**src/rtl/rip_lsu.sv**
```systemverilog
// rip_lsu: single-outstanding load/store unit driving the byte-addressed data memory port.
// Define RIP_LSU_MISALIGN_TRAP_EN to reject misaligned H/W accesses instead of force-aligning them.
module rip_lsu #(
  parameter int DATA_WIDTH = 32,
  parameter int ADDR_WIDTH = 32
) (
  input  logic                  clk,
  input  logic                  rst,
  input  logic                  req_valid,
  output logic                  req_ready,
  input  logic                  req_we,
  input  logic [2:0]            req_funct3,
  input  logic [ADDR_WIDTH-1:0] req_addr,
  input  logic [DATA_WIDTH-1:0] req_wdata,
  output logic                  rsp_valid,
  input  logic                  rsp_ready,
  output logic [DATA_WIDTH-1:0] rsp_rdata,
  output logic                  rsp_err,
  output logic                  mem_we,
  output logic                  mem_re,
  output logic [2:0]            mem_funct3,
  output logic [ADDR_WIDTH-1:0] mem_addr,
  output logic [DATA_WIDTH-1:0] mem_din,
  input  logic [DATA_WIDTH-1:0] mem_dout,
  input  logic                  mem_busy,
  output logic                  busy
);
  typedef enum logic [1:0] {IDLE, ISSUE, WAIT, RESP} state_t;
  state_t state;
  logic we_q;
  logic bad_f3, bad;
  logic [ADDR_WIDTH-1:0] addr_al;
  logic [DATA_WIDTH-1:0] din_m, rext;
  always_comb begin
    bad_f3 = req_we ? (req_funct3[2] || req_funct3[1:0] == 2'b11)
                    : (req_funct3[1:0] == 2'b11 || req_funct3 == 3'b110);
`ifdef RIP_LSU_MISALIGN_TRAP_EN
    bad = bad_f3 || (req_funct3[1:0] == 2'b01 && req_addr[0])
                 || (req_funct3[1:0] == 2'b10 && |req_addr[1:0]);
    addr_al = req_addr;
`else
    bad = bad_f3;
    addr_al = req_funct3[1:0] == 2'b10 ? {req_addr[ADDR_WIDTH-1:2], 2'b00}
            : req_funct3[1:0] == 2'b01 ? {req_addr[ADDR_WIDTH-1:1], 1'b0}
            : req_addr;
`endif
    din_m = req_funct3[1:0] == 2'b00 ? {{(DATA_WIDTH-8){1'b0}}, req_wdata[7:0]}
          : req_funct3[1:0] == 2'b01 ? {{(DATA_WIDTH-16){1'b0}}, req_wdata[15:0]}
          : req_wdata;
    // funct3[2] selects the unsigned variants, so it gates the sign bit
    rext = mem_funct3[1:0] == 2'b00 ? {{(DATA_WIDTH-8){mem_dout[7] & ~mem_funct3[2]}}, mem_dout[7:0]}
         : mem_funct3[1:0] == 2'b01 ? {{(DATA_WIDTH-16){mem_dout[15] & ~mem_funct3[2]}}, mem_dout[15:0]}
         : mem_dout;
  end
  assign req_ready = state == IDLE;
  assign busy      = state != IDLE;
  assign rsp_valid = state == RESP;
  assign mem_re    = state == ISSUE && !mem_busy && !we_q;
  assign mem_we    = state == ISSUE && !mem_busy && we_q;
  always_ff @(posedge clk or posedge rst)
    if (rst) begin
      state      <= IDLE;
      we_q       <= 1'b0;
      rsp_err    <= 1'b0;
      rsp_rdata  <= '0;
      mem_funct3 <= '0;
      mem_addr   <= '0;
      mem_din    <= '0;
    end else begin
      case (state)
        IDLE: if (req_valid) begin
          we_q       <= req_we;
          mem_funct3 <= req_funct3;
          mem_addr   <= addr_al;
          mem_din    <= din_m;
          rsp_err    <= bad;
          rsp_rdata  <= '0;
          state      <= bad ? RESP : ISSUE;
        end
        ISSUE: if (!mem_busy) state <= WAIT;
        WAIT: if (!mem_busy) begin
          rsp_rdata <= we_q ? '0 : rext;
          state     <= RESP;
        end
        RESP: if (rsp_ready) begin
          rsp_err   <= 1'b0;
          rsp_rdata <= '0;
          state     <= IDLE;
        end
      endcase
    end
endmodule

```
**config.mk**
```make
export PLATFORM = sky130hd
export DESIGN_NAME = rip_lsu
export DESIGN_NICKNAME = d
export VERILOG_FILES = /design/src/rtl/rip_lsu.sv
export SDC_FILE = /design/constraint.sdc
export NUM_CORES = 1
export LEC_CHECK = 0
export ABC_AREA = 1
export CORE_MARGIN = 8
export CORE_UTILIZATION = 40
export DETAILED_ROUTE_END_ITERATION = 10
export PLACE_DENSITY = 0.79
export SYNTH_ARGS = -nofsm -noshare
export SYNTH_HDL_FRONTEND = slang
export SYNTH_SLANG_ARGS = --single-unit
export TNS_END_PERCENT = 50
```
**constraint.sdc**
```tcl
create_clock -name clk -period 7.04 [get_ports clk]
set_clock_uncertainty 0.2 [all_clocks]
set_input_delay 2.112 -clock clk [delete_from_list [all_inputs] [get_ports clk]]
set_output_delay 2.112 -clock clk [all_outputs]
set_load 0.01 [all_outputs]
```
==> results of run 1 <==
==> layout by cell type, fill, tap and decap left out, drive strengths merged <==
cell,netlist,routed
a21oi,17,17
buf,18,2
bufinv,0,1
clkbuf,9,11
clkdlybuf4s50,0,209
clkinv,0,1
clkinvlp,0,3
dfrtp,103,103
ha,5,5
inv,19,19
nand2,256,256
nand3,44,44
nor2,22,22
nor3,2,2
o21ai,24,24
or2,9,9
==> power groups by stage <==
| stage | clock (mW) | sequential (mW) | combinational [mW] |
|---|---|---|---|
| global route | 0.408 | 1.05 | 1.57 |
| CTS | 0.387 | 1.02 | 1.46 |
| detailed placement | 0 | 1.03 | 1.45 |
| global placement | 0 | 1.01 | 1.42 |
| finish | 0.373 | 1.02 | 1.43 |
| floorplan | 0 | 1.14 | 0.567 |
==> worst reg2reg max path, stage by stage, from the launching register on <==
cell,delay (ns)
dfrtp_1,0.42
inv_1,0.10
ha_1,0.29
nand2_1,0.12
nand2_1,0.09
nor2_4,0.56
inv_2,0.45
nand2_1,0.17
nand2_1,0.07
==> per-stage QoR <==
| stage | hold slack, ns | area (um^2) | instances | utilization |
|---|---|---|---|---|
| floorplan | 0.276 | 4410 | 528 | - |
| global placement | 0.261 | 6560 | 852 | 0.608 |
| detailed placement | 0.264 | 6560 | 852 | 0.608 |
| CTS | 0.288 | 6760 | 868 | 0.626 |
| global route | 0.307 | 6760 | 868 | 0.626 |
| finish | 0.286 | 6760 | 868 | 0.626 |
==> kinds of logic (layout without fill, tap and decap cells) <==
| logic type | Yosys count | in the layout | synth area share |
|---|---|---|---|
| AND/OR/NAND/NOR | 333 | 333 | 0.305 |
| flip-flops | 103 | 103 | 0.585 |
| AO/OA/AOI/OAI | 41 | 41 | 0.0491 |
| adder cells (fa/ha/maj) | 5 | 5 | 0.0142 |
| buffers and inverters | 46 | 246 | 0.0466 |
==> layout make-up <==
| class | count | area share |
|---|---|---|
| multi-input cells | 379 | 0.240 |
| well taps | 140 | 0.0259 |
| clock inverters | 5 | 0.00852 |
| inverters | 19 | 0.0109 |
| flip-flops and latches | 103 | 0.381 |
| clock buffers | 11 | 0.0209 |
| repair buffers | 211 | 0.312 |
==> Yosys cell counts <==
| cell | n |
|---|---|
| buf_2 | 14 |
| nor2_4 | 1 |
| ha_1 | 5 |
| nand2_1 | 255 |
| nand3_1 | 44 |
| nand2_2 | 1 |
| o21ai_0 | 24 |
| inv_1 | 16 |
| a21oi_1 | 16 |
| nor3_1 | 2 |
| or2_2 | 9 |
| clkbuf_1 | 9 |
| nor2_2 | 2 |
| dfrtp_1 | 103 |
| nor2_1 | 19 |
| buf_4 | 4 |
| inv_2 | 3 |
| a21oi_4 | 1 |
==> layer usage <==
| layer | share of wire | global-route usage |
|---|---|---|
| met1 | 0.39 | 0.201 |
| met2 | 0.48 | 0.309 |
| met3 | 0.11 | 0.0745 |
| met4 | 0.018 | 0.0679 |
| met5 | 0 | 0 |
==> flip-flops by register name, summed over array words and instances, names as in the netlist <==
| register | cells |
|---|---|
| mem_din | 32 |
| mem_funct3 | 3 |
| mem_addr | 32 |
| rsp_err | 1 |
| state | 2 |
| we_q | 1 |
| rsp_rdata | 32 |
==> worst paths after layout <==
path	startpoint	to	slack [ns]	cells after the start
setup / recovery	mem_busy	mem_re	1.37	3
hold / removal	mem_addr[31]	mem_addr[31]	0.29	2
setup reg to reg	state[0]	rsp_rdata[23]	4.47	8
hold reg to reg	mem_addr[31]	mem_addr[31]	0.29	2
max in group asynchronous	rst	rsp_rdata[3]	3.56	3
min in group asynchronous	rst	mem_addr[5]	2.01	2
==> results.json, run 1 <==
{
  "antenna_cells": 0,
  "route.detailed.drc": 0,
  "start_util": 0.408,
  "synth_area_leader_cell": "dfrtp_1",
  "endpoint_kind": "output port",
  "power_frac_comb": 0.507,
  "crit_fanout": 4,
  "grt_max_degree": 90,
  "multiInputGateArea_um2": 1620,
  "p_leak_nw": 3.29,
  "powerDensity_nw_per_um2": 418,
  "vias_per_cell": 4.88,
  "io_buffers": 209,
  "h-tree-depth": 3,
  "die_area_um2": 14600,
  "cp_num_buf_inv": 2,
  "wirelength_um": 13700,
  "core_area_um2": 10800,
  "switching_share": 0.389,
  "cts_max_path_buffers": 2,
  "rsz0062_at_grt": "no",
  "fp.dieW_um": 121,
  "layout.area.seq_um2": 2580,
  "cts_hold_buf": 0,
  "synth_top_area_share": 0.585,
  "final_nets": 833,
  "wl_per_cell_um": 15.8,
  "synthCells": 528,
  "place_congestion": 0.788,
  "initialDrtViolationCount": 374,
  "maxSlewViolCount": 0,
  "cap_violations": 0,
  "postCtsSetupRepairBufs": 0,
  "drive_gt1_frac": 0.0481,
  "dr.pass1.iters": 5,
  "cts_tree": "yes",
  "tns_ns": 0,
  "period_share": 0.806,
  "grt_overflow_total": 0,
  "critical_path_class": "in2out",
  "fp-row-count": 38,
  "post-place-ws_ns": 1.36,
  "ir_drop_v": 0.000194,
  "setup_violations": 0,
  "intPower_mw": 1.73,
  "cpPeakStageDelay_ns": 0.57,
  "netlist_area_um2": 4410,
  "status": "completed",
  "ant_nets": 0,
  "fmax_mhz": 176,
  "grt.total_usage": 0.182,
  "clk_latency_ns": 0.36,
  "arrival_ns": 3.36,
  "clock_sinks": 103,
  "timing.slew.headroom": 0.432,
  "ys_top_cells_by_area": "dfrtp_1 58%, nand2_1 22%, nand3_1 5.0%",
  "root_buffer": "clkbuf_8",
  "ioPinCount": 210,
  "grt_pass1_vias": 4209,
  "total_power_mw": 2.83,
  "yosysWarnings": 0,
  "synth_nets": 638,
  "cts.clk_slew.worst_paths_ns": 0.09,
  "cp_top_family": "buffers and inverters",
  "cp-start-kind": "input port",
  "pwr-share-clk": 0.132,
  "p_seq_frac": 0.361,
  "ctsResizeCount": 0,
  "vias": 4237,
  "synth_cell_types": 18,
  "numCtsBuffers": 9,
  "synthToLayoutAreaGrowth_pct": 53.3,
  "ys_ff_latch": 103,
  "grt_first_pass_wirelength_um": 21400,
  "switching_power_mw": 1.10,
  "avgSynthCellArea_um2": 8.35,
  "hold_viol": 0,
  "dp_hpwl_um": 10100,
  "cp_cell_sequence": "clkdlybuf4s50_1 > nor3_1 > clkdlybuf4s50_1",
  "worst_pin_slew_ns": 0.852,
  "ys_seq_area_frac": 0.585,
  "crit_path_frequent_cell": "clkdlybuf4s50_1",
  "cp_slowest_cell": "clkdlybuf4s50_1",
  "fillerInstances": 951,
  "die_h_um": 121,
  "grt_antenna_before_repair": 0,
  "period_minus_slack_ns": 5.67,
  "crit_required_ns": 4.73,
  "hold_path_class": "reg2reg",
  "timing.final.ws_setup_ns": 1.37
}
Note: power is estimated with default switching activity, not from simulation.
==> run 2, diff against run 1 <==
--- a/config.mk
+++ b/config.mk
@@ -7,9 +7,9 @@
 export LEC_CHECK = 0
 export ABC_AREA = 1
 export CORE_MARGIN = 8
-export CORE_UTILIZATION = 40
+export CORE_UTILIZATION = 37
 export DETAILED_ROUTE_END_ITERATION = 10
-export PLACE_DENSITY = 0.79
+export PLACE_DENSITY = 0.77
 export SYNTH_ARGS = -nofsm -noshare
 export SYNTH_HDL_FRONTEND = slang
 export SYNTH_SLANG_ARGS = --single-unit
==> constraint.sdc (replaced) <==
create_clock -name clk -period 4.8 [get_ports clk]
set_clock_uncertainty 0.2 [all_clocks]
set_input_delay 1.44 -clock clk [delete_from_list [all_inputs] [get_ports clk]]
set_output_delay 1.44 -clock clk [all_outputs]
set_load 0.01 [all_outputs]
==> run 2 against run 1 <==
Hold slack worse by 0.0048 ns. Global-route usage is 0.46 points lower. Wire length is 1.0% higher. Power is 52% higher. Register-to-register slack worse by 2.0 ns. Sequential power is 47% higher. Critical path type unchanged.
==> results.json, run 2 (synthesis results as in run 1) <==
{
  "cp_slowest_cell": "clkdlybuf4s50_1",
  "crit_path_frequent_cell": "clkdlybuf4s50_1",
  "root_buffer": "clkbuf_16",
  "rsz0062_at_grt": "no",
  "place_congestion": 0.802,
  "start_util": 0.373,
  "crit_fanout": 4,
  "mostFrequentLayoutCells": "255 x nand2_1, 209 x clkdlybuf4s50_1, 103 x dfrtp_1, 44 x nand3_1, 24 x o21ai_0",
  "layout.area.seq_um2": 2580,
  "cts.clk_slew.worst_paths_ns": 0.07,
  "dr.pass1.iters": 4,
  "switching_share": 0.384,
  "core_area_um2": 11800,
  "intPower_mw": 2.65,
  "pwr-share-clk": 0.161,
  "cts_max_path_buffers": 2,
  "p_seq_frac": 0.349,
  "final-instance-count-excl-fill": 877,
  "ir_drop_v": 0.000263,
  "top_regs": "mem_addr: 32 flops, mem_din: 32 flops, rsp_rdata: 32 flops",
  "power_frac_comb": 0.490,
  "switching_power_mw": 1.65,
  "dp_hpwl_um": 10500,
  "wirelength_um": 13800,
  "die_h_um": 125,
  "hold_viol": 0,
  "cap_violations": 0,
  "vias": 4164,
  "final_common_cell": "nand2_1",
  "worst_pin_slew_ns": 0.808,
  "cpPeakStageDelay_ns": 0.56,
  "timing.slew.headroom": 0.461,
  "die_area_um2": 15700,
  "gr-usage-met3": 0.0688,
  "setup_violations": 0,
  "placedCellCount": 861,
  "h-tree-depth": 3,
  "grt_max_degree": 90,
  "powerDensity_nw_per_um2": 626,
  "clk_latency_ns": 0.34,
  "grt_overflow_total": 0,
  "numCtsBuffers": 9,
  "cp_cell_sequence": "clkdlybuf4s50_1 > nor3_1 > clkdlybuf4s50_1",
  "fin_area_um2": 6870,
  "grt_antenna_before_repair": 0,
  "fp.dieW_um": 125,
  "grt.total_usage": 0.178,
  "endpoint_kind": "output port",
  "final_nets": 835,
  "grt_util_met1": 0.197,
  "maxSlewViolCount": 0,
  "io_buffers": 209,
  "top_usage_layer": "met2",
  "grt_first_pass_wirelength_um": 22500,
  "status": "completed",
  "grt_pass1_vias": 4369,
  "postCtsSetupRepairBufs": 0,
  "crit_required_ns": 3.16,
  "placed_cell_area_um2": 6590,
  "clock_sinks": 103,
  "drive_gt1_frac": 0.0521,
  "route.detailed.drc": 0,
  "fp-row-count": 40,
  "wl_per_cell_um": 15.8,
  "met2_usage": 0.306,
  "hold_path_class": "reg2reg",
  "critical_path_class": "in2out",
  "cts_hold_buf": 0,
  "multiInputGateArea_um2": 1620,
  "tns_ns": 0,
  "fmax_mhz": 232,
  "cp-start-kind": "input port",
  "ioPinCount": 210,
  "total_power_mw": 4.30,
  "period_share": 0.896,
  "p_leak_nw": 3.35,
  "cts_tree": "yes",
  "fillerInstances": 1063,
  "vias_per_cell": 4.75,
  "synthToLayoutAreaGrowth_pct": 56.0,
  "arrival_ns": 2.66,
  "ant_nets": 0,
  "ctsResizeCount": 0,
  "antenna_cells": 0,
  "period_minus_slack_ns": 4.30,
  "initialDrtViolationCount": 259
}
==> run 2: changes by cell type in the layout (fill, tap and decap cells not counted), sizes merged <==
cell | previous run | this run
clkinv | 1 | 3
clkinvlp | 3 | 1
clkbuf | 11 | 9
inv | 19 | 22
buf | 2 | 4
bufinv | 1 | 0
==> run 2: critical path, delay by kind of cell <==
kind                   cells  cell delay, ns
buffers and inverters      2            1.02
and+or+nand+nor            1            0.20
==> run 2: stage by stage <==
stage | setup WS, ns | hold slack [ns] | utilization
3_5_place_dp | 0.500 | 0.265 | 0.558
5_1_grt | 0.411 | 0.298 | 0.582
6_report | 0.498 | 0.281 | 0.582
4_1_cts | 0.490 | 0.282 | 0.582
3_3_place_gp | 0.484 | 0.261 | 0.558
2_1_floorplan | 0.456 | 0.276 | -
==> run 2: final cells by class <==
type | instances | share of cell area
sequential | 103 | 0.375
timing repair buffer | 213 | 0.311
clock inverter | 7 | 0.00801
clock buffer | 9 | 0.0328
multi-input combinational | 379 | 0.236
inverter | 19 | 0.0107
tap | 147 | 0.0268
==> run 2: final timing paths <==
path                       depth (start not counted)  slack [ns]         start            end
max in group asynchronous                          3        2.33           rst    mem_din[11]
max reg2reg                                        9        2.49      state[0]  rsp_rdata[31]
min reg2reg                                        2        0.28  mem_addr[31]   mem_addr[31]
max                                                3        0.50      mem_busy         mem_we
min in group asynchronous                          2        1.34           rst    mem_addr[8]
min                                                2        0.28  mem_addr[31]   mem_addr[31]
==> run 2: power by group through the flow <==
stage | logic [mW] | clock network (mW) | registers (mW)
6_report | 2.11 | 0.693 | 1.50
2_1_floorplan | 0.832 | 0 | 1.67
3_3_place_gp | 2.09 | 0 | 1.49
4_1_cts | 2.14 | 0.714 | 1.50
5_1_grt | 2.32 | 0.743 | 1.55
3_5_place_dp | 2.13 | 0 | 1.51
==> run 2: routing by layer <==
metal | up-vias | share of wire | wire [um]
met4 | 0 | 0.013 | 179
met2 | 179 | 0.49 | 6790
met1 | 1932 | 0.40 | 5510
li1 | 2039 | - | -
met5 | - | 0 | 0
met3 | 14 | 0.098 | 1350
==> run 3, diff against run 2 <==
--- a/config.mk
+++ b/config.mk
@@ -9,7 +9,7 @@
 export CORE_MARGIN = 8
 export CORE_UTILIZATION = 37
 export DETAILED_ROUTE_END_ITERATION = 10
-export PLACE_DENSITY = 0.77
+export PLACE_DENSITY = 0.88
 export SYNTH_ARGS = -nofsm -noshare
 export SYNTH_HDL_FRONTEND = slang
 export SYNTH_SLANG_ARGS = --single-unit
==> run 3 against run 2 <==
Clock-buffer cell count up 2. Register-to-register slack about the same. Power up 0.69%. Sequential cell count unchanged. Via count down 0.60%. Final area unchanged. Fmax down 0.34%. Combinational power about the same.
==> results.json, run 3 (synthesis results as in run 1) <==
{
  "setup_violations": 0,
  "placed_cell_area_um2": 6590,
  "ioPinCount": 210,
  "mostFrequentLayoutCells": "255 x nand2_1, 209 x clkdlybuf4s50_1, 103 x dfrtp_1, 44 x nand3_1, 24 x o21ai_0",
  "pwr-share-clk": 0.167,
  "placedCellCount": 860,
  "fmax_mhz": 232,
  "clk_latency_ns": 0.34,
  "fin_util": 0.582,
  "wl_per_cell_um": 15.7,
  "io_buffers": 209,
  "synthToLayoutAreaGrowth_pct": 56.0,
  "worst_pin_slew_ns": 0.861,
  "cts_hold_buf": 0,
  "cp_slowest_cell": "clkdlybuf4s50_1",
  "status": "completed",
  "top_regs": "mem_addr: 32 flops, mem_din: 32 flops, rsp_rdata: 32 flops",
  "start_util": 0.373,
  "rsz0062_at_grt": "no",
  "critical_path_class": "in2out",
  "hold_viol": 0,
  "cpPeakStageDelay_ns": 0.58,
  "period_share": 0.899,
  "p_leak_nw": 3.35,
  "grt_max_degree": 90,
  "ir_drop_v": 0.000335,
  "drive_gt1_frac": 0.0468,
  "cts_tree": "yes",
  "h-tree-depth": 3,
  "powerDensity_nw_per_um2": 630,
  "place_congestion": 0.770,
  "cts_max_path_buffers": 2,
  "cp_num_buf_inv": 2,
  "crit_path_frequent_cell": "clkdlybuf4s50_1",
  "clock_sinks": 103,
  "switching_power_mw": 1.63,
  "cp-start-kind": "input port",
  "p_seq_frac": 0.345,
  "cap_violations": 0,
  "final_nets": 834,
  "hold_slack_ns": 0.280,
  "initialDrtViolationCount": 294,
  "die_h_um": 125,
  "wirelength_um": 13700,
  "fp-row-count": 40,
  "route.detailed.drc": 0,
  "grt_first_pass_wirelength_um": 22400,
  "cp_cell_sequence": "clkdlybuf4s50_1 > nor3_1 > clkdlybuf4s50_1",
  "intPower_mw": 2.70,
  "tns_ns": 0,
  "post-place-ws_ns": 0.462,
  "grt_antenna_before_repair": 0,
  "timing.slew.headroom": 0.426,
  "final_common_cell": "nand2_1",
  "total_power_mw": 4.33,
  "cp_top_family": "buffers and inverters",
  "switching_share": 0.376,
  "root_buffer": "clkbuf_16",
  "arrival_ns": 2.68,
  "timing.final.ws_setup_ns": 0.484,
  "final-instance-count-excl-fill": 874,
  "ant_nets": 0,
  "fin_area_um2": 6870,
  "hold_path_class": "reg2reg",
  "postCtsSetupRepairBufs": 0,
  "maxSlewViolCount": 0,
  "dp_hpwl_um": 10000,
  "dr.pass1.iters": 4,
  "grt_pass1_vias": 4234,
  "vias_per_cell": 4.74,
  "core_area_um2": 11800,
  "fp.dieW_um": 125,
  "grt_overflow_total": 0,
  "vias": 4139,
  "crit_fanout": 4,
  "crit_required_ns": 3.16,
  "die_area_um2": 15700,
  "ctsResizeCount": 0,
  "numCtsBuffers": 9,
  "cts.clk_slew.worst_paths_ns": 0.07,
  "endpoint_kind": "output port",
  "period_minus_slack_ns": 4.32,
  "antenna_cells": 0,
  "power_frac_comb": 0.488,
  "grt.total_usage": 0.178
}
run 3: cell count changes in the layout (fill, tap and decap cells not counted), sizes merged:
cell / change
clkinv: -3
clkbuf: +2
clkinvlp: +1
bufinv: +1
inv: -3
buf: -1
run 3: worst register-to-register path: cells and delay by family, from the launching register on:
kind / cells / cell delay [ns]
buf+inv: 3 / 0.76
flops: 1 / 0.42
simple gates: 5 / 0.51
fa+ha+maj: 1 / 0.30
run 3: area by class of cell:
type | count | area, um^2
multi-input combinational | 379 | 1620
timing repair buffer | 212 | 2130
clock inverter | 3 | 45.0
fill | 1026 | 4940
sequential | 103 | 2580
inverter | 19 | 73.8
clock buffer | 11 | 243
tap | 147 | 184
run 3: power groups by stage:
stage	Combinational [mW]	Sequential, mW	Clock [mW]
2_1_floorplan	0.832	1.67	0
3_3_place_gp	2.10	1.48	0
3_5_place_dp	2.15	1.50	0
4_1_cts	2.15	1.50	0.750
5_1_grt	2.33	1.55	0.779
6_report	2.11	1.49	0.723
run 3: final timing paths:
kind	endpoint	depth (start not counted)	from	slack, ns
hold reg to reg	mem_din[10]	2	mem_din[10]	0.28
setup reg to reg	rsp_rdata[27]	9	state[0]	2.50
min in group asynchronous	rsp_rdata[0]	2	rst	1.32
setup / recovery	mem_re	3	mem_busy	0.48
max in group asynchronous	mem_addr[25]	3	rst	2.36
hold / removal	mem_din[10]	2	mem_din[10]	0.28
run 3: layer usage:
metal,track usage,part of all wire,vias up,wire [um]
met4,0.0817,0.024,0,328
met5,0,0,-,0
li1,-,-,2033,-
met1,0.200,0.40,1929,5480
met2,0.289,0.48,159,6600
met3,0.0744,0.096,18,1320
